## config.mk

```make
export PLATFORM = sky130hd
export DESIGN_NAME = spi_master
export DESIGN_NICKNAME = d
export VERILOG_FILES = /design/src/rtl/spi_master.sv
export SDC_FILE = /design/constraint.sdc
export NUM_CORES = 1
export LEC_CHECK = 0
export ABC_CLOCK_PERIOD_IN_PS = 2850
export CORE_ASPECT_RATIO = 1.1
export CORE_MARGIN = 3
export CORE_UTILIZATION = 40
export CTS_CLUSTER_SIZE = 12
export DETAILED_ROUTE_END_ITERATION = 8
export SYNTH_ARGS = -nofsm -noshare
export SYNTH_HDL_FRONTEND = slang
export SYNTH_SLANG_ARGS = --single-unit
export TNS_END_PERCENT = 50
```

## constraint.sdc

```tcl
create_clock -name clk -period 2.85 [get_ports clk]
set_clock_uncertainty 0.1 [all_clocks]
set_input_delay 0.4275 -clock clk [delete_from_list [all_inputs] [get_ports clk]]
set_output_delay 0.4275 -clock clk [all_outputs]
set_load 0.01 [all_outputs]
```

## src/rtl/spi_master.sv

```systemverilog
// rtl/spi_master.sv - SPI mode-0 master, 8-bit LSB-first full-duplex transfers
module spi_master #(
  parameter int CLK_DIV = 4
) (
  input  logic       clk,
  input  logic       rst,
  input  logic       start,
  input  logic [7:0] tx_data,
  output logic [7:0] rx_data,
  output logic       busy,
  output logic       done,
  output logic       sck,
  output logic       ss,
  output logic       mosi,
  input  logic       miso
);

  localparam int CNT_W = (CLK_DIV > 2) ? $clog2(CLK_DIV) : 1;
  localparam logic [CNT_W-1:0] CNT_MAX = CNT_W'(CLK_DIV - 1);

  localparam logic [1:0] ST_IDLE  = 2'd0;
  localparam logic [1:0] ST_SETUP = 2'd1;
  localparam logic [1:0] ST_XFER  = 2'd2;
  localparam logic [1:0] ST_HOLD  = 2'd3;

  logic [1:0]       state;
  logic [CNT_W-1:0] cnt;
  logic [3:0]       bit_cnt;
  logic [6:0]       tx_sh;
  logic [7:0]       rx_sh;
  logic             tick;

  // One tick per sck half-period; every phase change happens on a tick.
  assign tick = (cnt == CNT_MAX);

  always_ff @(posedge clk) begin
    if (rst) begin
      state   <= ST_IDLE;
      cnt     <= '0;
      bit_cnt <= '0;
      tx_sh   <= '0;
      rx_sh   <= '0;
      rx_data <= 8'h00;
      busy    <= 1'b0;
      done    <= 1'b0;
      sck     <= 1'b0;
      ss      <= 1'b1;
      mosi    <= 1'b0;
    end else begin
      done <= 1'b0;
      if (state == ST_IDLE) cnt <= '0;
      else                  cnt <= tick ? '0 : cnt + CNT_W'(1);

      case (state)
        ST_IDLE: begin
          if (start) begin
            tx_sh   <= tx_data[7:1];
            mosi    <= tx_data[0];
            rx_sh   <= '0;
            ss      <= 1'b0;
            busy    <= 1'b1;
            bit_cnt <= '0;
            state   <= ST_SETUP;
          end
        end
        ST_SETUP: begin
          if (tick) begin
            sck   <= 1'b1;
            rx_sh <= {miso, rx_sh[7:1]};
            state <= ST_XFER;
          end
        end
        ST_XFER: begin
          if (tick) begin
            if (sck) begin
              sck <= 1'b0;
              if (bit_cnt != 4'd8) bit_cnt <= bit_cnt + 4'd1;
              if (bit_cnt == 4'd7) begin
                mosi  <= 1'b0;
                state <= ST_HOLD;
              end else begin
                mosi  <= tx_sh[0];
                tx_sh <= {1'b0, tx_sh[6:1]};
              end
            end else begin
              sck   <= 1'b1;
              rx_sh <= {miso, rx_sh[7:1]};
            end
          end
        end
        default: begin
          if (tick) begin
            ss      <= 1'b1;
            rx_data <= rx_sh;
            done    <= 1'b1;
            busy    <= 1'b0;
            state   <= ST_IDLE;
          end
        end
      endcase
    end
  end

endmodule

```

; ---- Word-level counts from Yosys, hierarchy flattened
; Cells that the tools add are included.
[totals]
ff_bits = 36
wordCells = 82
output_inout_bits = 13
inputBits = 12
[classes]
bitwise_logic = 2
n_mux = 37
eq_ne = 13
n_reduce_logical = 17
add_sub_neg = 2
[op_table]
columns = cell, count
row1 = two-way mux 8 bit, 4
row2 = two-way mux 7 bit, 4
row3 = one-hot mux 8 bit (3 select lines), 1
row4 = two-way mux 4 bit, 4
row5 = != test 2 bit (second input constant), 8
row6 = AND reduction 5 bit, 3
row7 = one-hot mux 7 bit (2 select lines), 1
row8 = two-way mux 2 bit, 6
row9 = two-way mux 1 bit, 11
row10 = one-hot mux 1 bit (2 select lines), 4
row11 = one-hot mux 4 bit (2 select lines), 1
row12 = one-hot mux 2 bit (3 select lines), 1
row13 = AND reduction 3 bit, 2
row14 = AND reduction 6 bit, 1
row15 = nonzero test 2 bit, 3
row16 = OR reduction 3 bit, 2
row17 = adder 4 x 1 -> 4 bit (second input constant), 1
row18 = == test 2 bit (second input constant), 2
row19 = == test 4 x 3 -> 1 bit (second input constant), 1
row20 = != test 4 bit (second input constant), 1
row21 = AND reduction 4 bit, 1
row22 = OR reduction 4 bit, 1
row23 = nonzero test 3 bit, 1
row24 = adder 2 x 1 -> 2 bit (second input constant), 1
row25 = 5 further kinds, 6

; ---- Depth between registers and ports, before layout
; Gate-level depths: netlist of the first run.
[depth]
ltp_word = 5
ltp_mapped = 9
ltp_nobuf = 6

; ---- Least setup slack after synthesis of the first run
; No wires, ideal clock.
[synth_path]
path_kind = register -> register
from = register state[0]
to = register bit_cnt[2]
setup_ps = 70
arrival_ps = 1625
stages_incl_launch_ff = 8
path_slack_ps = 1054
t_required_ps = 2680
cell_sequence = dfxtp_1 -> inv_1 -> ha_1 -> buf_4 -> nand2b_4 -> o2111ai_4 -> or4_1 -> a21oi_1
[synth_via]
elab_chain_cells = 3
elab_cells_between_ends = 9
cone_classes = eq/ne (5) / mux (1) / reduce/logical (3)
[synth_lines]
columns = element, line
row1 = "start, declared", 26  ; logic [1:0] state;
row2 = "start signal, assigned", 38  ; state <= ST_IDLE;
row3 = "start signal, assigned", 63  ; state <= ST_SETUP;
row4 = "start signal, assigned", 70  ; state <= ST_XFER;
row5 = == test 2 bit or zero test 2 bit (tied branches), 54  ; case (state)
row6 = != test 2 bit (no line) or nonzero test 2 bit (tied branches), n/a
row7 = AND reduction 5 bit (no line), n/a
row8 = "end signal, assigned", 77  ; if (bit_cnt != 4'd8) bit_cnt <= bit_cnt + 4'd1;
row9 = "end, declared", 28  ; logic [3:0] bit_cnt;
; Parallel ways exist; a longest one is shown, timed or not.
; A chain may end at the register's enable or synchronous reset.

; ---- Final worst setup path of the first run
[layout_path]
from = register state[0]
to = register tx_sh[2]
[layout_via]
elab_chain_cells = 3
elab_cells_between_ends = 9
cone_classes = eq/ne (5) / mux (1) / reduce/logical (3)
[layout_lines]
columns = element, line
row1 = == test 2 bit or zero test 2 bit (tied branches), 54
row2 = != test 2 bit (no line) or nonzero test 2 bit (tied branches), n/a
row3 = AND reduction 5 bit (no line), n/a
row4 = "end signal, assigned", 57  ; tx_sh <= tx_data[7:1];
row5 = "end signal, assigned", 83  ; tx_sh <= {1'b0, tx_sh[6:1]};
row6 = "end, declared", 29  ; logic [6:0] tx_sh;
; Parallel ways exist; a longest one is shown, timed or not.

==> results of run 1 <==
==> routing by layer <==
metal	GRT usage [%]	vias to the layer above	share of wire (%)
li1	-	743	-
met1	16.6	695	43
met2	26.7	37	51
met3	4.75	2	4.9
met4	4.34	0	0.33
met5	0	-	0
==> worst reg2reg max path: cells and delay by family (launching register included) <==
family,cells,cell delay [ns]
adder cells (fa/ha/maj),1,0.46
AO/OA/AOI/OAI,3,0.96
AND/OR/NAND/NOR,1,0.21
flip-flops,1,0.39
buffers and inverters,1,0.11
==> sequential cells by signal, summed over array words and instances (netlist names), 2 cells and up <==
register and cells:
rx_sh 8, cnt 2, tx_sh 7, bit_cnt 4, rx_data 8, state 2
==> through the flow <==
stage / utilization [%] / area, um2 / hold slack, ns / total power [mW]
final: 51.1 / 2090 / 0.341 / 1.72
after global routing: 51.1 / 2090 / 0.375 / 1.84
after CTS: 51.1 / 2090 / 0.344 / 1.73
after detailed placement: 48.3 / 1970 / 0.334 / 1.28
after global placement: 48.3 / 1970 / 0.317 / 1.25
after floorplan: - / 1750 / 0.307 / 1.18
==> how the worst max path moves through the flow <==
stage / start / end / slack, ns / depth (start not counted)
floorplan: state[0]$_SDFFE_PP0P_ / bit_cnt[2]$_SDFFE_PP0P_ / 1.05 / 7
global placement: start / tx_sh[5]$_SDFFE_PP0P_ / 0.64 / 5
detailed placement: state[0]$_SDFFE_PP0P_ / tx_sh[2]$_SDFFE_PP0P_ / 0.52 / 6
CTS: state[0]$_SDFFE_PP0P_ / tx_sh[2]$_SDFFE_PP0P_ / 0.49 / 6
global route: state[0]$_SDFFE_PP0P_ / tx_sh[1]$_SDFFE_PP0P_ / 0.26 / 6
finish: state[0]$_SDFFE_PP0P_ / tx_sh[2]$_SDFFE_PP0P_ / 0.50 / 6
==> where the power goes <==
group          switching [mW]  internal, mW  total [mW]
Clock                   0.191         0.259       0.450
Combinational           0.373         0.261       0.634
Sequential             0.0505         0.585       0.636
==> Yosys cell counts (all sizes together) <==
cell type	instances	area, um2
a311oi	6	52.6
nor4b	1	8.76
mux2i	8	80.1
a41oi	1	8.76
o211ai	1	7.51
nand2b	4	37.5
a211oi	2	15.0
nand2	24	90.1
or4b	1	10.0
nor2	5	18.8
inv	6	22.5
a21bo	1	10.0
o2111ai	1	26.3
nand4	3	18.8
o22ai	1	6.26
o2111a	1	11.3
a21oi	29	145
ha	9	113
or4	1	7.51
mux2	1	11.3
nor3	4	20.0
o211a	1	10.0
buf	8	66.3
and3b	1	8.76
and4b	1	10.0
dfxtp	36	721
a21o	1	7.51
o31ai	1	7.51
nor4	1	6.26
nand3	16	80.1
o21ai	8	40.0
clkbuf	7	26.3
nor2b	4	25.0
nand4b	2	17.5
==> logic make-up after synthesis <==
family / Yosys count / share of synthesized area, %
AO/OA/AOI/OAI: 54 / 19.9
adder cells (fa/ha/maj): 9 / 6.45
buffers and inverters: 21 / 6.59
flip-flops: 36 / 41.3
multiplexers: 9 / 5.23
AND/OR/NAND/NOR: 68 / 20.6
==> area by class of cell <==
class / instances / area [um2] / share of cell area (%)
clock buffer: 5 / 68.8 / 3.30
multi-input combinational: 140 / 911 / 43.7
sequential: 36 / 721 / 34.6
tap: 52 / 65.1 / 3.12
inverter: 6 / 22.5 / 1.08
timing repair buffer: 26 / 255 / 12.2
clock inverter: 3 / 42.5 / 2.04
==> impl_metrics.ini, run 1 <==
[drt]
drt_wl_total_mm = 3.62
remaining_drc_errors = 0
drt_iter0_drc = 135
drtPass1Iterations = 4
viasPerCell = 5.51
wl_per_cell_um = 13.5
drtAntennaViolNets = 0
via_count = 1477

[setup_path]
crit_type = flop to flop
timing.reg2reg.worst_path_depth = 6
path_cells = inv_1 -> ha_1 -> nand2b_2 -> o2111a_1 -> a21oi_1 -> a311oi_1
crit_buf_inv = 1
crit_path_end_kind = flop
cp.arrival_ns = 2.43
reg2reg_from = state[0]$_SDFFE_PP0P_
crit_fanout = 18
start_kind = flop
crit_path_max_incr_delay_ns = 0.53
r2r_setup_slack_ns = 0.50
worst_ep_required_time_ns = 2.93
critical_path.slowest_cell = o2111a_1
path_delay_family = compound AO/OA/AOI/OAI gates
rr_endpoint = tx_sh[2]$_SDFFE_PP0P_

[finish]
area_growth_pct = 19.4
fin_cells = 268
nets = 236
diodes = 0
final_common_cell = dfxtp_1
drive_above_1_share_pct = 7.41
layout_common_cells = dfxtp_1 (36), a21oi_1 (29), nand2_1 (24), clkdlybuf4s50_1 (24), nand3_1 (16)
fillCellCount = 394

[worst_hold_path]
hold-path-cell-count = 1
hold_class = flop to flop
min-delay-start = cnt[0]$_SDFF_PP0_
min_delay_worst_endpoint = cnt[0]$_SDFF_PP0_

[status]
status = finished clean

[floorplan]
die_h_um = 75.3
die-area_um2 = 5200
core-area_um2 = 4080
die_w_um = 69.0
pin_count = 25
rows = 24
start_util_pct = 42.8

[grt]
grtUsageTotal_pct = 14.6
grt_max_degree = 20
grt_pass1_vias = 1440
antenna_found_initial = 0
grt_first_pass_wirelength_mm = 6.19
grt-ovfl-total = 0

[timing]
post-route-min-period_ns = 2.35
layout_setup_ws_ns = 0.499
final.setup.tns_ns = 0
final-hold-violation-count = 0
slew_viol_final = 0
rsz0062_at_grt = no
period_share_pct = 82.5
relSlewSlack_pct = 51.9
fmax_mhz = 425
worst_pin_slew_ns = 0.719
finalSetupViolCount = 0

[placement]
gp_congestion = 0.791
hpwl_mm = 2.53
port_buffers = 24
dp.cells = 260
pre_cts_slack_ns = 0.520

[clock_tree]
cts_num_sinks = 36
clock_latency_ns = 0.29
cts_setup_buffers = 0
clkSlewWorstSetupHoldPaths_ns = 0.08
tritoncts = built
cts_root_buf = clkbuf_8
cts_resized = 0
htreeDepth = 2
hold_buffers = 0
cts_buffer_depth = 2
cts_made_buffers = 5

[logic_synthesis]
syn-cell-area_um2 = 1750
yosysWarnings = 0
syn_inst = 197
synth-seq-cells = 36
synth_cell_type_count = 38
ys_seq_area_share_pct = 41.3
synth_nets = 218
syn_area_per_cell_um2 = 8.87

[run]
cap_violations = 0

[power_and_ir_drop]
p_leak_nw = 0.724
ir_drop_mv = 0.513
p_per_area_nw_per_um2 = 824
(Power assumes the default switching activity.)
==> inputs of run 2 (changes only) <==
--- a/config.mk
+++ b/config.mk
@@ -5,7 +5,7 @@
 export SDC_FILE = /design/constraint.sdc
 export NUM_CORES = 1
 export LEC_CHECK = 0
-export ABC_CLOCK_PERIOD_IN_PS = 2850
+export ABC_CLOCK_PERIOD_IN_PS = 2100
 export CORE_ASPECT_RATIO = 1.1
 export CORE_MARGIN = 3
 export CORE_UTILIZATION = 40
==> constraint.sdc (replaced) <==
create_clock -name clk -period 2.1 [get_ports clk]
set_clock_uncertainty 0.1 [all_clocks]
set_input_delay 0.315 -clock clk [delete_from_list [all_inputs] [get_ports clk]]
set_output_delay 0.315 -clock clk [all_outputs]
set_load 0.01 [all_outputs]
==> run 2 against run 1 <==
  * Via count increased by 1.8%
  * Sequential share of layout area decreased by 0.59 points
  * Sequential power increased by 36%
  * Setup slack got worse by 0.33 ns
  * Maximum frequency increased by 22%
  * Count of clock-buffer cells in the layout increased by 1
  * Register-to-register slack got worse by 0.33 ns
  * Worst hold slack got worse by 0.011 ns
  * Critical path depth unchanged
  * Routed wire length increased by 1.7%
  * Global-route usage increased by 0.49 points
  * Highest routed layer unchanged
==> impl_metrics.ini, run 2 (same netlist as run 1, synthesis figures left out) <==
[finish]
drive_above_1_share_pct = 10.4
top_regs = rx_data x8, rx_sh x8, tx_sh x7
diodes = 0
area_growth_pct = 21.5
fillCellCount = 401
nets = 243
final_area_um2 = 2120
final_common_cell = dfxtp_1
layout_common_cells = dfxtp_1 (36), a21oi_1 (29), nand2_1 (24), clkdlybuf4s50_1 (24), nand3_1 (16)

[setup_path]
crit_cells = 6
cp.arrival_ns = 2.01
path_cells = inv_1 -> ha_1 -> nor2_1 -> o21ai_0 -> nor3_1 -> mux2_2
crit_path_end_kind = flop
crit_path_max_incr_delay_ns = 0.40
worst_ep_required_time_ns = 2.18
crit_fanout = 7
crit_buf_inv = 1
start_kind = flop
path_delay_family = simple AND/OR/NAND/NOR gates
timing.reg2reg.worst_path_depth = 6
crit_type = flop to flop
critical_path.slowest_cell = dfxtp_1

[grt]
antenna_found_initial = 0
grt_pass1_vias = 1424
grtUsageTotal_pct = 15.1
grt-ovfl-total = 0
grt_first_pass_wirelength_mm = 6.35
grt_max_degree = 18

[timing]
final-hold-violation-count = 0
worst_pin_slew_ns = 0.437
final.setup.tns_ns = 0
post-route-min-period_ns = 1.93
relSlewSlack_pct = 70.8
period_share_pct = 92.1
holdWs_ns = 0.330
fmax_mhz = 517
slew_viol_final = 0
finalSetupViolCount = 0
rsz0062_at_grt = no

[clock_tree]
clkSlewWorstSetupHoldPaths_ns = 0.07
cts_buffer_depth = 2
cts_root_buf = clkbuf_8
htreeDepth = 2
cts_num_sinks = 36
tritoncts = built
clock_latency_ns = 0.29
cts_made_buffers = 5

[drt]
met2_length_mm = 1.83
remaining_drc_errors = 0
viasPerCell = 5.49
wl_per_cell_um = 13.4
drt_iter0_drc = 89
top_layer = met4
via_count = 1504
drtPass1Iterations = 7
drt_wl_total_mm = 3.68
drtAntennaViolNets = 0
drt-met1-wl_mm = 1.60
dr_wl_met3_um = 196

[power_and_ir_drop]
p_per_area_nw_per_um2 = 1100
p_leak_nw = 0.748
ir_drop_mv = 0.554

[placement]
hpwl_mm = 2.65
placed_cell_area_um2 = 2030
port_buffers = 24
gp_congestion = 0.919

[floorplan]
die_w_um = 69.0
die_h_um = 75.3
pin_count = 25
start_util_pct = 42.8
die-area_um2 = 5200
rows = 24
core-area_um2 = 4080

[status]
status = finished clean

[worst_hold_path]
hold-path-cell-count = 1
hold_class = flop to flop

[run]
cap_violations = 0
run 2: worst paths after layout:
kind	start	endpoint	slack (ns)
hold reg to reg	cnt[0]$_SDFF_PP0_	cnt[0]$_SDFF_PP0_	0.33
setup reg to reg	state[0]$_SDFFE_PP0P_	state[0]$_SDFFE_PP0P_	0.17
setup / recovery	state[0]$_SDFFE_PP0P_	state[0]$_SDFFE_PP0P_	0.17
hold / removal	cnt[0]$_SDFF_PP0_	cnt[0]$_SDFF_PP0_	0.33
run 2: final cells by class:
type	count	area [um2]	area share (%)
Tap cell	52	65.1	3.07
Clock buffer	6	72.6	3.42
Inverter	6	22.5	1.06
Clock inverter	1	5.00	0.236
Timing Repair Buffer	33	320	15.1
Multi-Input combinational cell	140	916	43.2
Sequential cell	36	721	34.0
run 2: power breakdown:
| part | total, mW | switching (mW) | internal (mW) | leakage (nW) |
|---|---|---|---|---|
| clock network | 0.464 | 0.239 | 0.225 | 0.0410 |
| registers | 0.867 | 0.0727 | 0.795 | 0.293 |
| logic | 0.999 | 0.532 | 0.466 | 0.414 |
| total | 2.33 | 0.844 | 1.49 | 0.748 |
run 2: layer usage:
| metal | global-route usage, % | up-vias |
|---|---|---|
| met3 | 4.62 | 12 |
| met2 | 27.8 | 51 |
| li1 | - | 756 |
| met1 | 16.6 | 685 |
| met4 | 6.07 | 0 |
| met5 | 0 | - |
run 2: stage by stage:
stage               utilization (%)  cells  power, mW  worst slack [ns]
CTS                            51.7    273       2.32            0.0804
global route                   52.0    274       2.49            0.0199
floorplan                         -    197       1.60             0.304
finish                         52.0    274       2.33             0.166
detailed placement             49.8    266       1.84             0.116
global placement               49.8    266       1.82             0.144
run 2: timing repair:
item	CTS	global route
setup buffers	0	1
gates resized for setup	0	2
hold buffers	0	0
endpoints found under the setup margin	0	7
run 2: worst register-to-register path: cells and delay by family, from the launching register on:
family	cells	cell delay (ns)
AO/OA/AOI/OAI	1	0.15
adder cells (fa/ha/maj)	1	0.30
buffers and inverters	1	0.12
flip-flops	1	0.40
multiplexers	1	0.35
AND/OR/NAND/NOR	2	0.41
==> inputs of run 3 (changes only) <==
--- a/config.mk
+++ b/config.mk
@@ -7,10 +7,10 @@
 export LEC_CHECK = 0
 export ABC_CLOCK_PERIOD_IN_PS = 2100
 export CORE_ASPECT_RATIO = 1.1
-export CORE_MARGIN = 3
 export CORE_UTILIZATION = 40
 export CTS_CLUSTER_SIZE = 12
 export DETAILED_ROUTE_END_ITERATION = 8
+export RECOVER_POWER = 100
 export SYNTH_ARGS = -nofsm -noshare
 export SYNTH_HDL_FRONTEND = slang
 export SYNTH_SLANG_ARGS = --single-unit
==> run 3 against run 2 <==
  * Worst hold slack improved by 0.013 ns
  * Highest routed layer unchanged
  * Largest power group unchanged
  * Maximum frequency down 0.45%
  * Design area up 1.9%
==> impl_metrics.ini, run 3 (same netlist as run 1, synthesis figures left out) <==
[timing]
relSlewSlack_pct = 53.8
finalSetupViolCount = 0
final-hold-violation-count = 0
period_share_pct = 92.5
slew_viol_final = 0
layout_setup_ws_ns = 0.158
post-route-min-period_ns = 1.94
rsz0062_at_grt = no
fmax_mhz = 515
final.setup.tns_ns = 0
worst_pin_slew_ns = 0.690

[grt]
grt_first_pass_wirelength_mm = 6.45
grt_pass1_vias = 1479
grt_max_degree = 23
grt-ovfl-total = 0
grtUsageTotal_pct = 17.8
antenna_found_initial = 0

[setup_path]
start_kind = flop
crit_path_end_kind = flop
r2r_setup_slack_ns = 0.16
timing.reg2reg.worst_path_depth = 6
reg2reg_from = state[0]$_SDFFE_PP0P_
crit_type = flop to flop
crit_fanout = 7
cp.arrival_ns = 2.06
worst_ep_required_time_ns = 2.22
rr_endpoint = bit_cnt[2]$_SDFFE_PP0P_

[worst_hold_path]
min-delay-start = cnt[0]$_SDFF_PP0_
hold_class = flop to flop
min_delay_worst_endpoint = cnt[0]$_SDFF_PP0_
hold-path-cell-count = 1

[clock_tree]
cts_root_buf = clkbuf_8
tritoncts = built
cts_num_sinks = 36
cts_setup_buffers = 0
cts_made_buffers = 5
clock_latency_ns = 0.28
htreeDepth = 2
hold_buffers = 0
cts_buffer_depth = 2
clkSlewWorstSetupHoldPaths_ns = 0.07

[floorplan]
die_w_um = 65.0
die-area_um2 = 4640
die_h_um = 71.3
core-area_um2 = 4080
pin_count = 25
start_util_pct = 42.8
rows = 24

[finish]
nets = 242
final_common_cell = dfxtp_1
layout_common_cells = dfxtp_1 (36), a21oi_1 (29), nand2_1 (23)
diodes = 0
final_util_pct = 52.9
top_regs = rx_data x8, rx_sh x8, tx_sh x7
fin_cells = 274
drive_above_1_share_pct = 10.8
area_growth_pct = 23.8

[drt]
wl_per_cell_um = 13.2
remaining_drc_errors = 0
drtAntennaViolNets = 0
drt_iter0_drc = 113
viasPerCell = 5.39
drtPass1Iterations = 4
via_count = 1478
drt_wl_total_mm = 3.62

[placement]
port_buffers = 24
dp.cells = 266
gp_congestion = 0.797
pre_cts_slack_ns = 0.0916
hpwl_mm = 2.59

[power_and_ir_drop]
finalPower_mw = 2.51
p_leak_nw = 0.804
p_per_area_nw_per_um2 = 1160
ir_drop_mv = 0.449

[status]
status = finished clean

[run]
cap_violations = 0
-- run 3: cell types whose count changed in the layout (fill, tap and decap cells not counted), moves of 2 or more --
cell / previous run / this run
dlygate4sd3_1: 0 / 13
buf_4: 8 / 6
clkbuf_8: 5 / 7
clkdlybuf4s50_1: 24 / 11
-- run 3: per-layer routing --
metal,GRT usage [%],share of wire [%],up-vias
li1,-,-,755
met1,20.6,45,683
met2,31.5,50,31
met3,3.34,2.4,9
met4,7.65,2.2,0
met5,0,0,-
-- run 3: area by class of cell --
type                            count  area [um2]
Clock buffer                        7        96.3
Tap cell                           52        65.1
Sequential cell                    36         721
Fill cell                         410        1920
Inverter                            6        22.5
Clock inverter                      1        30.0
Timing Repair Buffer               32         309
Multi-Input combinational cell    140         918
-- run 3: critical path, cell delays in order (launching register included) --
cell and delay [ns]:
dfxtp_1 0.35, inv_1 0.14, ha_1 0.28, buf_4 0.20, o2111ai_4 0.16, or4_1 0.52
a21oi_1 0.12
-- run 3: power by group --
group	total, mW	switching [mW]	internal [mW]
registers	0.865	0.0710	0.794
logic	0.972	0.538	0.435
clock network	0.669	0.250	0.419
total	2.51	0.859	1.65
-- run 3: how the worst max path moves through the flow --
| stage | start | endpoint | slack (ns) | depth (start not counted) |
|---|---|---|---|---|
| 3_5_place_dp | start | bit_cnt[2]$_SDFFE_PP0P_ | 0.09 | 5 |
| 4_1_cts | state[0]$_SDFFE_PP0P_ | bit_cnt[2]$_SDFFE_PP0P_ | 0.08 | 6 |
| 5_1_grt | state[0]$_SDFFE_PP0P_ | rx_sh[2]$_SDFFE_PP0P_ | 0.005 | 6 |
| 3_3_place_gp | start | bit_cnt[2]$_SDFFE_PP0P_ | 0.16 | 5 |
| 6_report | state[0]$_SDFFE_PP0P_ | bit_cnt[2]$_SDFFE_PP0P_ | 0.16 | 6 |
| 2_1_floorplan | state[0]$_SDFFE_PP0P_ | bit_cnt[2]$_SDFFE_PP0P_ | 0.30 | 7 |
-- run 3: repair_timing --
action                     CTS  global route
setup endpoints to repair    0             8
gates resized for setup      0             3
hold endpoints to repair     0             0
-- run 3: stage by stage --
stage                     hold WS [ns]  area, um2
after detailed placement         0.331       2030
after CTS                        0.341       2160
final                            0.343       2160
after floorplan                  0.307       1750
after global routing             0.353       2160
after global placement           0.317       2030
